==> src/rtl/dual_core_mem_arbiter.sv <==
`default_nettype none
// ============================================================================
// Module   : dual_core_mem_arbiter
// Brief    : Shares one single-port byte memory between two multicycle cores.
//            Round-robin grant, one-cycle issue, fixed read latency and a
//            one-cycle done pulse back to the granted core.
// Revision : 1.0 - initial release
// ============================================================================
module dual_core_mem_arbiter #(
    parameter int ADDR_W      = 16,
    parameter int DATA_W      = 8,
    parameter int MEM_LATENCY = 1    // legal range 1..15
) (
    input  logic              clk,
    input  logic              reset,      // asynchronous, active-low
    // core 0
    input  logic              c0_req,
    input  logic              c0_we,
    input  logic [ADDR_W-1:0] c0_addr,
    input  logic [DATA_W-1:0] c0_wdata,
    output logic [DATA_W-1:0] c0_rdata,
    output logic              c0_done,
    // core 1
    input  logic              c1_req,
    input  logic              c1_we,
    input  logic [ADDR_W-1:0] c1_addr,
    input  logic [DATA_W-1:0] c1_wdata,
    output logic [DATA_W-1:0] c1_rdata,
    output logic              c1_done,
    // shared memory
    output logic              mem_en,
    output logic              mem_we,
    output logic [ADDR_W-1:0] mem_addr,
    output logic [DATA_W-1:0] mem_wdata,
    input  logic [DATA_W-1:0] mem_rdata,
    // debug
    output logic              owner,
    output logic              busy
);

    localparam logic [3:0] c_LATENCY = 4'(MEM_LATENCY);

    typedef enum logic [1:0] {
        S_IDLE  = 2'd0,
        S_ISSUE = 2'd1,
        S_WAIT  = 2'd2,
        S_RESP  = 2'd3
    } state_t;

    state_t            r_state;
    logic              r_owner;
    logic              r_last_owner;
    logic              r_we;
    logic [ADDR_W-1:0] r_addr;
    logic [DATA_W-1:0] r_wdata;
    logic [DATA_W-1:0] r_c0_rdata;
    logic [DATA_W-1:0] r_c1_rdata;
    logic [3:0]        r_cnt;

    logic              w_grant_c1;
    logic              w_issue;

    // Core 1 wins when it is alone, or on a tie when core 0 went last.
    always_comb begin
        w_grant_c1 = c1_req && (!c0_req || (r_last_owner == 1'b0));
    end

    // Arbitration FSM: latches the winner's operands at grant, counts the
    // memory latency and captures read data on the last wait cycle.
    always_ff @(posedge clk or negedge reset) begin
        if (!reset) begin
            r_state      <= S_IDLE;
            r_owner      <= 1'b0;
            r_last_owner <= 1'b1;
            r_we         <= 1'b0;
            r_addr       <= '0;
            r_wdata      <= '0;
            r_cnt        <= '0;
            r_c0_rdata   <= '0;
            r_c1_rdata   <= '0;
        end else begin
            case (r_state)
                S_IDLE: begin
                    if (c0_req || c1_req) begin
                        r_owner <= w_grant_c1;
                        r_we    <= w_grant_c1 ? c1_we    : c0_we;
                        r_addr  <= w_grant_c1 ? c1_addr  : c0_addr;
                        r_wdata <= w_grant_c1 ? c1_wdata : c0_wdata;
                        r_state <= S_ISSUE;
                    end
                end
                S_ISSUE: begin
                    r_cnt   <= c_LATENCY;
                    r_state <= S_WAIT;
                end
                S_WAIT: begin
                    if (r_cnt == 4'd1) begin
                        if (!r_we) begin
                            if (r_owner) begin
                                r_c1_rdata <= mem_rdata;
                            end else begin
                                r_c0_rdata <= mem_rdata;
                            end
                        end
                        r_cnt   <= 4'd0;
                        r_state <= S_RESP;
                    end else begin
                        r_cnt <= r_cnt - 4'd1;
                    end
                end
                S_RESP: begin
                    r_last_owner <= r_owner;
                    r_state      <= S_IDLE;
                end
                default: begin
                    r_state <= S_IDLE;
                end
            endcase
        end
    end

    // Memory side and completion pulses decode purely from state and
    // latched registers, so no request input reaches the memory pins.
    assign w_issue   = (r_state == S_ISSUE);
    assign mem_en    = w_issue;
    assign mem_we    = w_issue && r_we;
    assign mem_addr  = r_addr;
    assign mem_wdata = r_wdata;

    assign c0_done   = (r_state == S_RESP) && !r_owner;
    assign c1_done   = (r_state == S_RESP) &&  r_owner;
    assign c0_rdata  = r_c0_rdata;
    assign c1_rdata  = r_c1_rdata;

    assign owner     = r_owner;
    assign busy      = (r_state != S_IDLE);

endmodule
`default_nettype wire
==> config.mk <==
export PLATFORM = sky130hd
export DESIGN_NAME = dual_core_mem_arbiter
export DESIGN_NICKNAME = d
export VERILOG_FILES = /design/src/rtl/dual_core_mem_arbiter.sv
export SDC_FILE = /design/constraint.sdc
export NUM_CORES = 1
export LEC_CHECK = 0
export ABC_AREA = 0
export BUFFER_PORTS_ARGS = -buffer_cell sky130_fd_sc_hd__buf_2
export CORE_ASPECT_RATIO = 1.4
export CORE_MARGIN = 3
export CORE_UTILIZATION = 29
export CTS_CLUSTER_SIZE = 12
export DETAILED_ROUTE_END_ITERATION = 12
export SLEW_MARGIN = 20
export SYNTH_ARGS = -nofsm -noshare
export SYNTH_HDL_FRONTEND = slang
export SYNTH_SLANG_ARGS = --single-unit
export TNS_END_PERCENT = 10
==> constraint.sdc <==
create_clock -name clk -period 2.6 [get_ports clk]
set_input_delay 0.39 -clock clk [delete_from_list [all_inputs] [get_ports clk]]
set_output_delay 0.39 -clock clk [all_outputs]
set_load 0.01 [all_outputs]
======== After elaboration in Yosys (flattened, before gate mapping) ========
Cells that the tools add are included.
word-level totals
  output and inout port bits .............. 46
  memory bits (read-only) ................. 0
  RAM bits ................................ 0
  input port bits ......................... 62
  word-level logic and storage cells ...... 42
  register bits ........................... 49
  memories kept ........................... 0
  bits in latches ......................... 0
cells by class
  mux-type cells .......................... 8
  reductions and logical operators ........ 15
  shifts and indexed selects .............. 0
  magnitude comparators ................... 0
  add/subtract/negate cells ............... 1
  divide/modulo/power cells ............... 0
  multiply operators ...................... 0
  bitwise logic cells ..................... 3
  equality and inequality tests ........... 6
operators by type and width
  cell                                                                   number
  16-bit two-way mux                                                     1
  8-bit two-way mux                                                      1
  2-bit case mux with 4 select lines                                     1
  4-bit case mux with 2 select lines                                     1
  4-bit AND reduction                                                    2
  2-bit equality test, second input constant                             2
  4-bit by 1-bit equality test with 1-bit output, second input constant  1
  1-bit logical AND                                                      4
  2-bit two-way mux                                                      2
  4-bit two-way mux                                                      1
  2-bit != test, second input constant                                   2
  2-bit AND reduction                                                    2
  2-bit nonzero test                                                     2
  4-bit by 1-bit subtractor with 4-bit output, second input constant     1
  1-bit NOT                                                              3
  2-bit by 1-bit equality test with 1-bit output, second input constant  1
  1-bit logical NOT                                                      2
  2-bit logical NOT                                                      1
  1-bit logical OR                                                       2
  1-bit two-way mux                                                      1

======== Logic depth before layout (Yosys ltp) ========
  depth after elaboration ................. 4
  gate-level depth with buffers ........... 6

======== Least setup slack after synthesis ========
OpenSTA, ideal clock, no wires.
  kind .................................... flip-flop to flip-flop
  start point ............................. register r_state[0]
  end point ............................... register r_c0_rdata[0] (netlist: c0_rdata[0])
  clock period less this slack ............ 1.851 ns
  arrival time ............................ 1.726 ns
  path slack .............................. 0.749 ns
  library setup time ...................... 0.125 ns
  buffers on the path ..................... 1
  data required time ...................... 2.475 ns
  stages on the path, launching flop included .. 7
  cell sequence ........................... dfrtp_1 inv_1 ha_1 inv_1 or4b_1 buf_6 mux2_4
on the way
  cells in the longest elaborated chain, start to end .. 2
RTL lines
  element                               line  text
  start: declaration                    50    state_t r_state;
  start signal: assignment              72    r_state <= S_IDLE;
  start signal: assignment              89    r_state <= S_ISSUE;
  start signal: assignment              94    r_state <= S_WAIT;
  2-bit equality test                   82    case (r_state)
  4-bit AND reduction (no source line)  -
  end signal: assignment                102   r_c0_rdata <= mem_rdata;
  end: declaration                      56    logic [DATA_W-1:0] r_c0_rdata;
No other way between the ends.
A chain may end at the register's enable or synchronous reset.

======== Worst setup path after layout ========
  start point ............................. register r_state[0]
  end point ............................... register r_c0_rdata[4] (netlist: c0_rdata[4])
Same word-level chain as after synthesis.

==> flow_summary.toml <==
[floorplan]
dieWidth_um = 80.5
initial_utilization_pct = 30.3
core_area_um2 = 7450
ios = 108
die_h_um = 110
num_rows = 37
die_area_um2 = 8880

[grt]
grt_pass1_vias = 1689
grt_max_degree = 50
grt_pass1_wl_mm = 7.96
antenna_found_initial = 0
grt_overflow = 0
grt_usage_pct = 11.4

[synthesis]
synthXorXnorAreaFrac_pct = 0
synth_cell_types = 30
synthesis.instances = 188
yosys_warnings = 0
syn-cell-area_um2 = 2250
synthTopCellsByArea = "dfrtp_1 53%, mux2i_1 11%, mux2_4 5.3%"
synth_top_area_share_pct = 53.3
synthAdderAreaFrac_pct = 3.33
synth_most_common_cell = "dfrtp_1"
synth_top_family_by_area = "multiplexers"
synthSimpleGateAreaFrac_pct = 7.82
synthArstFlopShare_pct = 100
synth_top_area_cell = "dfrtp_1"
ys_seq_elements = 49
synth_nets = 256
ys.flop_type = "dfrtp_1"
synth_edf_count = 0
syn_avg_cell_area_um2 = 12.0
seq_area_frac_synth_pct = 54.4
synth-compound-area-share_pct = 9.60
synth_mux_area_share_pct = 21.4
synth_common_cells = "48 x dfrtp_1, 25 x mux2i_1, 25 x nand2_1"

[detailed_routing]
wire_per_inst_um = 12.7
drt-initial-drc-count = 59
ant_nets = 0
viasPerCell = 4.40
drc = 0
routed_wl_mm = 4.98
first_pass_iters = 3
num_vias = 1730

[power]
peakVddDrop_uv = 310
comb_power_share_pct = 46.2
leakagePower_nw = 1.56
sw_frac_of_total_pct = 37.8
clockPowerShare_pct = 13.5
internal_power_w = 0.00208
p_per_area_nw_per_um2 = 1120
total_switching_power_w = 0.00126
seqPwrFrac_pct = 40.3

[cts]
root_buffer = "clkbuf_8"
cts_max_path_buffers = 2
cts_tree = "done"
hold_buffers = 0
cts_buffers = 5
cts.sinks = 49
cts_setup_buffers = 0
htreeDepth = 2
clock_latency_ns = 0.30
ctsResizeCount = 0
clk_pin_slew_ns = 0.09

[critical_path]
worst_ep_required_time_ns = 2.79
ff2ff_path_depth = 5
crit_type = "reg -> reg"
endpoint_kind = "flop"
r2r_start = "r_state[0]"
rrSetupSlack_ns = 0.44
path_max_fanout = 8
worstReg2RegEnd = "c0_rdata[4]"
cp-start-kind = "flop"
crit_arrival_ns = 2.35

[sta]
fin_crit_ns = 2.16
fin_crit_sh_pct = 83.1
holdWs_ns = 0.192
max_freq_mhz = 463
hold_viol = 0
rsz0062_at_grt = "false"
drv_slew = 0
setup_tns_ns = 0
fin_worst_skew_ns = 0.00479
maxSlewHeadroom_pct = 47.9
worstMarginPinSlew_ns = 0.778
final-setup-viol-count = 0

[place]
port-buffer-count = 107
place.gp.congestion = 0.722

[layout]
fin_nets = 363
area_delta_synth_final_pct = 33.1
num_antenna_cells = 0
drive_above_1_share_pct = 48.3

[outcome]
status = "finished clean"

[min_path]
hold_class = "in -> async"

[flow_run]
cap_violations = 0
-- per-layer routing --
metal	wire length, um	track usage, %	up-vias	share of wire, %
li1	-	-	867	-
met1	1990	13.3	790	40
met2	2540	20.3	68	51
met3	389	2.93	5	7.8
met4	64	3.62	0	1.3
met5	0	0	-	0
-- final cells by class --
cell class,count,area [um2]
clock buffer,5,68.8
fill,757,4450
sequential,49,1230
clock inverter,3,22.5
tap,97,121
timing repair buffer,111,566
multi-input combinational,122,973
inverter,6,22.5
-- power by group through the flow --
| stage | combinational (W) | clock, W | sequential, W |
|---|---|---|---|
| after floorplan | 0.000843 | 0 | 0.00150 |
| after global placement | 0.00155 | 0 | 0.00136 |
| after detailed placement | 0.00159 | 0 | 0.00137 |
| after CTS | 0.00159 | 0.000482 | 0.00136 |
| after global routing | 0.00173 | 0.000509 | 0.00141 |
| final | 0.00155 | 0.000452 | 0.00135 |
-- state kept, by name (all words and copies together) (netlist names) --
name          count
r_we              1
mem_wdata         8
r_cnt             4
c0_rdata          8
c1_rdata          8
r_state           2
mem_addr         16
owner             1
r_last_owner      1
-- how the worst max path moves through the flow --
stage,endpoint,startpoint,slack [ns]
2_1_floorplan,c0_rdata[0],r_state[0],0.75
3_3_place_gp,c0_rdata[0],r_state[0],0.53
3_5_place_dp,c0_rdata[4],r_state[0],0.45
4_1_cts,c0_rdata[4],r_state[0],0.44
5_1_grt,c0_rdata[2],r_state[0],0.32
6_report,c0_rdata[4],r_state[0],0.44
-- kinds of logic after synthesis --
kind of cell    count (synthesis)
flops                          49
mux                            43
simple gates                   36
fa+ha+maj                       6
compound gates                 37
buf+inv                        17
-- critical path: stages (launching register included) --
cell     delay [ns]
dfrtp_1        0.42
inv_1          0.09
ha_1           0.25
inv_1          0.13
or4b_1         0.79
mux2_4         0.38
-- cell usage in the layout (no fill, tap or decap), types with 2 or more instances in the layout --
cell type and instances:
mux2_4 8, mux2i_1 25, o21ai_0 20, clkbuf_8 5, o21ai_1 8, inv_1 6
a32o_1 2, mux2_2 10, ha_1 6, clkinvlp_4 3, and2_1 2, nand2_1 25
dfrtp_1 48, buf_4 4, buf_2 107
-- metrics by stage --
stage | instance area (um2) | power (W) | util, % | instances | worst slack [ns]
6_report | 3000 | 0.00335 | 40.3 | 393 | 0.440
5_1_grt | 3000 | 0.00365 | 40.3 | 393 | 0.322
2_1_floorplan | 2250 | 0.00234 | - | 188 | 0.749
3_3_place_gp | 2910 | 0.00291 | 39.0 | 385 | 0.533
4_1_cts | 3000 | 0.00343 | 40.3 | 393 | 0.439
3_5_place_dp | 2910 | 0.00296 | 39.0 | 385 | 0.449
Power figures use the tool's default switching activity.
